**config.mk**
```make
export PLATFORM = sky130hd
export DESIGN_NAME = fifo_push_arbiter
export DESIGN_NICKNAME = d
export VERILOG_FILES = /design/src/rtl/fifo_push_arbiter.sv
export SDC_FILE = /design/constraint.sdc
export NUM_CORES = 1
export LEC_CHECK = 0
export CELL_PAD_IN_SITES_DETAIL_PLACEMENT = 1
export CELL_PAD_IN_SITES_GLOBAL_PLACEMENT = 2
export CORE_MARGIN = 3
export CORE_UTILIZATION = 21
export CTS_BUF_LIST = sky130_fd_sc_hd__clkbuf_8
export CTS_CLUSTER_DIAMETER = 30
export DETAILED_ROUTE_END_ITERATION = 10
export GPL_TIMING_DRIVEN = 0
export PLACE_DENSITY_LB_ADDON = 0.25
export SYNTH_ARGS = -nofsm -noshare
export SYNTH_HDL_FRONTEND = slang
export SYNTH_SLANG_ARGS = --single-unit
```
**constraint.sdc**
```tcl
create_clock -name clk_i -period 6.3 [get_ports clk_i]
set_clock_uncertainty 0.1 [all_clocks]
set_input_delay 1.26 -clock clk_i [delete_from_list [all_inputs] [get_ports clk_i]]
set_output_delay 1.26 -clock clk_i [all_outputs]
set_load 0.005 [all_outputs]
```
**src/rtl/fifo_push_arbiter.sv**
```systemverilog
// fifo_push_arbiter: round-robin burst arbiter for the push side of one FIFO.
// Tracks FIFO occupancy from its own pushes and the consumer's pops, and only
// grants a beat when the FIFO has room. Grants are combinational (zero latency).
// Optional macro FIFO_ARB_STATS_EN adds per-requester saturating grant counters.
module fifo_push_arbiter #(
  parameter int N_REQ     = 4,
  parameter int DEPTH     = 16,
  parameter int DW        = 8,
  parameter int BURST_MAX = 4
) (
  input  logic                       clk_i,
  input  logic                       rst_i,
  input  logic [N_REQ-1:0]           req_i,
  input  logic [N_REQ*DW-1:0]        data_i,
  input  logic                       pop_i,
  output logic [N_REQ-1:0]           gnt_o,
  output logic                       push_o,
  output logic [DW-1:0]              wdata_o,
  output logic [$clog2(DEPTH):0]     count_o,
  output logic                       full_o,
  output logic                       empty_o,
  input  logic [$clog2(N_REQ)-1:0]   stat_sel_i,
  output logic [15:0]                stat_cnt_o
);

  localparam int PW = $clog2(N_REQ);
  localparam int CW = $clog2(DEPTH) + 1;
  localparam int BW = $clog2(BURST_MAX + 1);

  localparam logic [PW:0]   N_EXT    = (PW+1)'(N_REQ);
  localparam logic [PW-1:0] LAST_IDX = PW'(N_REQ - 1);
  localparam logic [CW-1:0] DEPTH_C  = CW'(DEPTH);
  localparam logic [BW-1:0] BURST_C  = BW'(BURST_MAX);

  typedef enum logic [0:0] {
    IDLE  = 1'b0,
    BURST = 1'b1
  } state_e;

  state_e          state_q, state_d;
  logic [PW-1:0]   rr_ptr_q, rr_ptr_d;
  logic [PW-1:0]   owner_q, owner_d;
  logic [BW-1:0]   beat_cnt_q, beat_cnt_d;
  logic [CW-1:0]   count_q, count_d;

  logic [PW:0]     sum_s;
  logic [PW:0]     scan_s;
  logic [PW-1:0]   win_s;
  logic            win_vld_s;
  logic [PW-1:0]   gnt_idx_s;
  logic            grant_s;
  logic            full_s;
  logic            empty_s;
  logic            pop_eff_s;

  // Advance a requester pointer by one, wrapping at N_REQ.
  function automatic logic [PW-1:0] inc_ptr(input logic [PW-1:0] p);
    if (p == LAST_IDX) begin
      inc_ptr = {PW{1'b0}};
    end else begin
      inc_ptr = p + PW'(1);
    end
  endfunction

  assign full_s    = (count_q == DEPTH_C);
  assign empty_s   = (count_q == {CW{1'b0}});
  assign pop_eff_s = pop_i && !empty_s;

  // Round-robin scan: first asserted request at or after rr_ptr, wrapping.
  always_comb begin
    win_vld_s = 1'b0;
    win_s     = {PW{1'b0}};
    sum_s     = {(PW+1){1'b0}};
    scan_s    = {(PW+1){1'b0}};
    for (int i = 0; i < N_REQ; i++) begin
      sum_s  = {1'b0, rr_ptr_q} + (PW+1)'(i);
      scan_s = (sum_s >= N_EXT) ? (sum_s - N_EXT) : sum_s;
      if (!win_vld_s && req_i[scan_s[PW-1:0]]) begin
        win_vld_s = 1'b1;
        win_s     = scan_s[PW-1:0];
      end else begin
        win_s     = win_s;
      end
    end
  end

  // Arbitration FSM next state plus the grant decision for this cycle.
  always_comb begin
    state_d    = state_q;
    rr_ptr_d   = rr_ptr_q;
    owner_d    = owner_q;
    beat_cnt_d = beat_cnt_q;
    grant_s    = 1'b0;
    gnt_idx_s  = owner_q;
    if (rst_i) begin
      state_d    = IDLE;
      rr_ptr_d   = {PW{1'b0}};
      owner_d    = {PW{1'b0}};
      beat_cnt_d = {BW{1'b0}};
    end else begin
      case (state_q)
        IDLE: begin
          if (win_vld_s && !full_s) begin
            grant_s    = 1'b1;
            gnt_idx_s  = win_s;
            owner_d    = win_s;
            beat_cnt_d = BW'(1);
            // A single-beat burst re-arbitrates immediately without leaving IDLE.
            if (BURST_MAX == 32'sd1) begin
              rr_ptr_d = inc_ptr(win_s);
            end else begin
              state_d  = BURST;
            end
          end else begin
            state_d = IDLE;
          end
        end
        BURST: begin
          if (req_i[owner_q] && !full_s) begin
            grant_s    = 1'b1;
            beat_cnt_d = beat_cnt_q + BW'(1);
            if ((beat_cnt_q + BW'(1)) == BURST_C) begin
              state_d  = IDLE;
              rr_ptr_d = inc_ptr(owner_q);
            end else begin
              state_d  = BURST;
            end
          end else if (!req_i[owner_q]) begin
            // Owner dropped its request: end the burst without a beat.
            state_d  = IDLE;
            rr_ptr_d = inc_ptr(owner_q);
          end else begin
            // FIFO full with request held: wait, keep the beat count.
            state_d  = BURST;
          end
        end
        default: begin
          state_d = IDLE;
        end
      endcase
    end
  end

  // Write-port drive: one-hot grant and the granted requester's data slice.
  always_comb begin
    gnt_o   = {N_REQ{1'b0}};
    wdata_o = {DW{1'b0}};
    if (grant_s) begin
      gnt_o[gnt_idx_s] = 1'b1;
      wdata_o          = data_i[gnt_idx_s*DW +: DW];
    end else begin
      wdata_o          = {DW{1'b0}};
    end
  end

  assign push_o  = grant_s;
  assign count_o = count_q;
  assign full_o  = full_s;
  assign empty_o = empty_s;

  // Occupancy: a simultaneous push and pop leaves the count unchanged.
  always_comb begin
    count_d = count_q;
    if (grant_s && !pop_eff_s) begin
      count_d = count_q + CW'(1);
    end else if (!grant_s && pop_eff_s) begin
      count_d = count_q - CW'(1);
    end else begin
      count_d = count_q;
    end
  end

  // State registers with synchronous reset.
  always_ff @(posedge clk_i) begin
    if (rst_i) begin
      state_q    <= IDLE;
      rr_ptr_q   <= {PW{1'b0}};
      owner_q    <= {PW{1'b0}};
      beat_cnt_q <= {BW{1'b0}};
      count_q    <= {CW{1'b0}};
    end else begin
      state_q    <= state_d;
      rr_ptr_q   <= rr_ptr_d;
      owner_q    <= owner_d;
      beat_cnt_q <= beat_cnt_d;
      count_q    <= count_d;
    end
  end

`ifdef FIFO_ARB_STATS_EN
  logic [15:0] stat_q [N_REQ];
  logic [15:0] stat_d [N_REQ];

  // Per-requester grant counters, saturating at all-ones.
  always_comb begin
    for (int k = 0; k < N_REQ; k++) begin
      stat_d[k] = stat_q[k];
      if (gnt_o[k] && (stat_q[k] != 16'hFFFF)) begin
        stat_d[k] = stat_q[k] + 16'd1;
      end else begin
        stat_d[k] = stat_q[k];
      end
    end
  end

  // Counter registers with synchronous reset.
  always_ff @(posedge clk_i) begin
    if (rst_i) begin
      for (int k = 0; k < N_REQ; k++) begin
        stat_q[k] <= 16'd0;
      end
    end else begin
      for (int k = 0; k < N_REQ; k++) begin
        stat_q[k] <= stat_d[k];
      end
    end
  end

  // Statistics readout; out-of-range selects read as zero.
  always_comb begin
    stat_cnt_o = 16'd0;
    if ({1'b0, stat_sel_i} < N_EXT) begin
      stat_cnt_o = stat_q[stat_sel_i];
    end else begin
      stat_cnt_o = 16'd0;
    end
  end
`else
  logic unused_stat_sel_s;
  assign unused_stat_sel_s = ^stat_sel_i;
  assign stat_cnt_o        = 16'd0;
`endif

endmodule

```
==> metrics.md, run 1 <==
| Metric | Value |
|---|---|
| Post-synth EDFFs | 0 |
| Non-filler instance count after layout | 298 |
| Mapped Area | 1240 sq um |
| Clock H-tree levels | 1 |
| CTS Buf Count | 3 |
| Synth top area share | 0.211 |
| Initial Utilization | 0.220 |
| Final setup fails | 0 |
| DRC Markers | 0 |
| Clock Path Buffers | 2 |
| Final min period | 5.07 ns |
| Period utilization | 0.804 |
| Reg2Reg Depth | 11 |
| Area contributors post-synth | dfxtp_1 21%, mux2i_1 17%, buf_4 10% |
| DR iter-0 viols | 37 |
| Clk slew on worst S/H paths | 0.06 ns |
| Hpwl dp | 3.11 mm |
| Warnings from Yosys | 0 |
| WL/cell | 12.4 microns |
| Cell taking the most area after synthesis | dfxtp_1 |
| Initial antenna violation count | 0 |
| Core area | 5610 sq um |
| Top Ports | 77 |
| Startpoint type of the worst setup path | input port |
| Leak Pwr | 0.928 nW |
| CTS resizes | 0 |
| Max Freq | 0.197 GHz |
| Clock sinks | 13 |
| Die height | 82.7 microns |
| Vias in the first global route | 1134 |
| Data required, critical path | 4.94 ns |
| Largest net degree at the start of global routing | 11 |
| Global-route wire length before repair | 5.57 mm |
| Pre-Repair DR Iteration Count | 4 |
| Synth-to-layout area growth | 61.6% |
| Place WS | 1.20 ns |
| Final Hold Viols | 0 |
| Critical path class | in -> out |
| Arrival time worst endpoint | 3.71 ns |
| CTS tree | done |
| Placed Cells incl. Taps | 294 |
| RD Place Congestion | 0.740 |
| Register area share after synthesis | 0.211 |
| Max cap viols | 0 |
| Layout cells sized above 1 | 0.128 |
| N_diodes | 0 |
| Site Rows | 27 |
| Port bufs | 57 |
| Tot GR Track Use | 0.104 |
| Maximum VDD drop | 0.162 mV |
| Die X | 82.7 microns |
| Cell Pwr Density | 318 nW/um^2 |
| Setup crit end kind | primary output |
| Pins Over Slew Limit | 0 |
| Post-route setup slack | 1.23 ns |
| Async S/R FF share, synth | 0 |
| Critical Path Fanout Max | 10 |
| Gr ovfl total | 0 |
| Routed Antenna Nets | 0 |
| Synth cell types | 36 |
| Hold_buf cts | 0 |
| Via count | 1250 |
| Syn Inst Count | 150 |
| Via-per-instance ratio | 4.19 |
| Unrepaired setup endpoints after global routing | no |
| Mean post-synth cell area | 8.24 sq um |
| Clk Tree Root Cell | clkbuf_8 |
| Hold depth | 1 |
| Final WL | 3.68 mm |
| Min-delay worst type | reg -> reg |
| #FFs+latches synth | 13 |
| Worst-Skew Late Latency | 0.24 ns |
| Post-CTS Setup Inserts | 0 |
| Total Die Area | 6840 sq um |
| Status | completed |
| Setup TNS | 0 ns |
| Layout Nets | 276 |
| Synth Flop Type | dfxtp_1 |
-- critical path: stages --
cell and delay (ns):
clkdlybuf4s50_1 0.56, nor4_1 0.09, or2_2 0.33, nor3_2 0.14
mux2i_1 0.26, clkbuf_4 0.28, mux2i_1 0.22, o22ai_1 0.10
clkdlybuf4s50_1 0.47
-- metrics by stage --
stage,hold WS (ns),power [W],instance area (sq um),util
final,0.385,0.000636,2000,0.356
after global routing,0.425,0.000699,2000,0.356
after CTS,0.391,0.000649,2000,0.356
after detailed placement,0.383,0.000570,1950,0.348
after global placement,0.371,0.000566,1950,0.348
after floorplan,0.344,0.000409,1290,-
-- layout make-up --
class | count | area (sq um)
fill | 685 | 3610
multi-input combinational | 124 | 851
timing repair buffer | 57 | 571
sequential | 13 | 260
buffer | 22 | 159
tap | 72 | 90.1
clock buffer | 3 | 41.3
inverter | 6 | 22.5
clock inverter | 1 | 3.75
-- final timing paths --
check / start / to / slack [ns]
worst max-delay path: req_i[1] / wdata_o[5] / 1.23
worst min-delay path: beat_cnt_q[0]$_SDFFE_PP0P_ / beat_cnt_q[0]$_SDFFE_PP0P_ / 0.38
worst max register to register: owner_q[0]$_SDFF_PP0_ / count_o[4]$_SDFFE_PP0P_ / 3.19
worst min register to register: beat_cnt_q[0]$_SDFFE_PP0P_ / beat_cnt_q[0]$_SDFFE_PP0P_ / 0.38
-- power breakdown --
group | total (W) | internal (W) | switching, W
sequential | 0.000134 | 0.000105 | 0.0000284
clock | 0.0000730 | 0.0000430 | 0.0000300
combinational | 0.000429 | 0.000235 | 0.000194
-- logic make-up after synthesis --
logic type | Yosys count | synth area share
XOR/XNOR | 4 | 0.0283
other | 1 | 0.00303
multiplexers | 22 | 0.188
AND/OR/NAND/NOR | 38 | 0.159
flip-flops | 13 | 0.211
buffers and inverters | 28 | 0.147
AO/OA/AOI/OAI | 36 | 0.177
adder cells (fa/ha/maj) | 8 | 0.0870
-- sequential cells by signal, summed over array words and instances (netlist names) --
name and count:
beat_cnt_q 3, count_o 5, owner_q 2, rr_ptr_q 2, state_q 1
-- routing by layer --
metal	share of wire	global-route usage	vias up
met4	0.0027	0.00980	0
li1	-	-	648
met3	0.057	0.0304	2
met2	0.50	0.176	28
met1	0.44	0.136	572
met5	0	0	-
-- synthesized netlist by cell type, types with 2 or more instances --
library cell  count
nand2b_1          2
a211oi_1          3
o21ai_0           5
dfxtp_1          13
nor2b_1           2
inv_1             6
mux2i_1          21
o22ai_1          10
a21oi_1          12
buf_4            17
ha_1              7
xor2_1            2
a22o_1            2
nor2_1           21
nand2_1           4
clkbuf_1          2
xnor2_1           2
-- layout by cell type (no fill, tap or decap), types with 2 or more instances in the layout --
cell type,instances
a211oi_1,3
a21oi_1,12
a22o_1,2
buf_4,17
clkbuf_1,2
clkbuf_8,3
clkdlybuf4s50_1,57
conb_1,16
dfxtp_1,13
ha_1,7
inv_1,7
mux2i_1,21
nand2_1,4
nand2b_1,2
nor2_1,21
nor2b_1,2
o21ai_0,5
o22ai_1,10
xnor2_1,2
xor2_1,2
Note: power is estimated with default switching activity, not from simulation.
==> run 2, diff against run 1 <==
--- a/config.mk
+++ b/config.mk
@@ -8,7 +8,7 @@
 export CELL_PAD_IN_SITES_DETAIL_PLACEMENT = 1
 export CELL_PAD_IN_SITES_GLOBAL_PLACEMENT = 2
 export CORE_MARGIN = 3
-export CORE_UTILIZATION = 21
+export CORE_UTILIZATION = 18
 export CTS_BUF_LIST = sky130_fd_sc_hd__clkbuf_8
 export CTS_CLUSTER_DIAMETER = 30
 export DETAILED_ROUTE_END_ITERATION = 10
==> constraint.sdc (replaced) <==
create_clock -name clk_i -period 4.6 [get_ports clk_i]
set_clock_uncertainty 0.1 [all_clocks]
set_input_delay 0.92 -clock clk_i [delete_from_list [all_inputs] [get_ports clk_i]]
set_output_delay 0.92 -clock clk_i [all_outputs]
set_load 0.005 [all_outputs]
==> run 2 against run 1 <==
- clock power up 37%
- total power up 37%
- utilization down 4.7 points
- wire length up 8.1%
- global-route usage down 0.85 points
- cell count up 1.7%
- clock-buffer cell count unchanged
- design area up 0.63%
- combinational power up 38%
- critical endpoint is now wdata_o[6]
- highest routed layer unchanged
==> metrics.md, run 2 (synthesis gave the netlist of run 1 again) <==
| Metric | Value |
|---|---|
| Status | completed |
| Hold_buf cts | 0 (unchanged) |
| CTS Buf Count | 3 (unchanged) |
| Initial antenna violation count | 0 (unchanged) |
| Unrepaired setup endpoints after global routing | yes |
| Crit-path max cell delay | 0.58 ns (+0.02 ns) |
| Worst-path cell chain | clkdlybuf4s50_1 > nor4_2 > or2_2 > nor3_2 > mux2i_1 > buf_4 > mux2i_1 > o22ai_1 > clkdlybuf4s50_1 |
| Final Hold Viols | 0 (unchanged) |
| Vias in the first global route | 1204 (+6.2%) |
| Final WL | 3.98 mm (+8.1%) |
| DRC Markers | 0 (unchanged) |
| Max_slew headroom | 0.661 |
| Max reg flops | 5 (unchanged) |
| Critical Path Fanout Max | 10 (unchanged) |
| Worst-Skew Late Latency | 0.24 ns (about the same) |
| Clk slew on worst S/H paths | 0.05 ns (about the same) |
| Place WS | 0.162 ns (-1.04 ns) |
| Max Freq | 0.227 GHz |
| Pre-Repair DR Iteration Count | 4 (unchanged) |
| Min Hold Slack | 0.376 ns (-0.00816 ns) |
| Port bufs | 57 (unchanged) |
| Clock Path Buffers | 2 (unchanged) |
| HP Start | beat_cnt_q[0]$_SDFFE_PP0P_ |
| Via-per-instance ratio | 4.12 (-1.9%) |
| Die X | 88.9 microns (+7.4%) |
| Clock sinks | 13 (unchanged) |
| Slowest CP cell | clkdlybuf4s50_1 |
| Hold depth | 1 (unchanged) |
| Tot Pwr | 0.000872 W (+37%) |
| Data required, critical path | 3.58 ns (-1.36 ns) |
| Post-route setup slack | 0.186 ns (-1.05 ns) |
| Storage element area | 260 sq um (unchanged) |
| Layout cells sized above 1 | 0.133 (+0.00442) |
| Reg2Reg Depth | 11 (unchanged) |
| R2R Path End | count_o[4]$_SDFFE_PP0P_ |
| Total Die Area | 7900 sq um (+15%) |
| Arrival time worst endpoint | 3.39 ns (-0.32 ns) |
| Maximum VDD drop | 0.211 mV (+31%) |
| Hpwl dp | 3.35 mm (+7.7%) |
| Layout Nets | 276 (unchanged) |
| Multi-input gate area | 857 sq um (+0.74%) |
| N_diodes | 0 (unchanged) |
| Clock H-tree levels | 1 (unchanged) |
| Core area | 6490 sq um (+16%) |
| DR iter-0 viols | 32 (-14%) |
| Leak Pwr | 0.929 nW (about the same) |
| CTS tree | done |
| Synth-to-layout area growth | 62.7% |
| Worst R2R Setup Slack | 1.39 ns (-1.80 ns) |
| Critical path class | in -> out |
| Final setup fails | 0 (unchanged) |
| Die height | 88.9 microns (+7.4%) |
| Most common cell after layout, fill and taps aside | clkdlybuf4s50_1 |
| # fillers | 775 (+13%) |
| WHS Endpoint | beat_cnt_q[0]$_SDFFE_PP0P_ |
| Site Rows | 29 (+7.4%) |
| Tot GR Track Use | 0.0959 (-0.00849) |
| RD Place Congestion | 0.718 (-3.0%) |
| WL/cell | 13.1 microns (+6.3%) |
| Top Ports | 77 (unchanged) |
| Via count | 1247 (-0.24%) |
| Post-CTS Setup Inserts | 0 (unchanged) |
| Period utilization | 0.960 |
| Final min period | 4.41 ns |
| Pins Over Slew Limit | 0 (unchanged) |
| Clk Tree Root Cell | clkbuf_8 |
| Cell Pwr Density | 434 nW/um^2 (+36%) |
| Most frequent cells in the layout | 57 x clkdlybuf4s50_1, 21 x nor2_1, 21 x mux2i_1 |
| Max cap viols | 0 (unchanged) |
| Routed Antenna Nets | 0 (unchanged) |
| Setup crit end kind | primary output |
| Largest net degree at the start of global routing | 11 (unchanged) |
| Startpoint type of the worst setup path | input port |
| Min-delay worst type | reg -> reg |
| Global-route wire length before repair | 5.92 mm (+6.3%) |
| Gr ovfl total | 0 (unchanged) |
| Slew @ Worst Pin | 0.508 ns |
| Worst r2r src | owner_q[0]$_SDFF_PP0_ |
| Initial Utilization | 0.190 (-0.0301) |
run 2: layer usage:
metal,share of wire,GRT usage
met5,0,0
met4,0.0088,0.0247
met3,0.037,0.0177
met2,0.51,0.157
met1,0.45,0.129
run 2: what timing repair did:
action / in CTS / in global routing
gates resized for setup: 0 / 2
endpoints found under the setup margin: 0 / 8
endpoints found under the hold margin: 0 / 0
run 2: stage by stage:
step                area, sq um  setup TNS [ns]  instances   util
floorplan                  1290               0        165      -
CTS                        2000               0        303  0.309
detailed placement         1960               0        299  0.302
global placement           1960               0        299  0.302
global route               2010         -0.0172        303  0.310
finish                     2010               0        303  0.310
run 2: layout make-up:
type	count	share of cell area
inverters	6	0.0112
clock inverters	1	0.00187
repair buffers	57	0.284
clock buffers	3	0.0205
flip-flops and latches	13	0.129
plain buffers	22	0.0790
well taps	77	0.0479
multi-input cells	124	0.426
run 2: critical path: cells and delay by family:
family / cells / cell delay, ns
AND/OR/NAND/NOR: 3 / 0.56
multiplexers: 2 / 0.50
AO/OA/AOI/OAI: 1 / 0.10
buffers and inverters: 3 / 1.31
run 2: worst max-delay path by stage:
stage	end	slack [ns]	depth (start not counted)	start
floorplan	count_o[4]$_SDFFE_PP0P_	1.31	11	req_i[2]
global placement	wdata_o[2]	0.16	9	req_i[1]
detailed placement	wdata_o[2]	0.16	9	req_i[1]
CTS	wdata_o[2]	0.14	9	req_i[3]
global route	wdata_o[6]	-0.01	9	req_i[1]
finish	wdata_o[6]	0.19	9	req_i[1]
run 2: power by group:
group | switching (W) | leakage, nW | internal [W] | total, W
logic | 0.000269 | 0.795 | 0.000321 | 0.000591
clock network | 0.0000408 | 0.0269 | 0.0000589 | 0.0000997
registers | 0.0000376 | 0.107 | 0.000144 | 0.000182
total | 0.000348 | 0.929 | 0.000525 | 0.000872
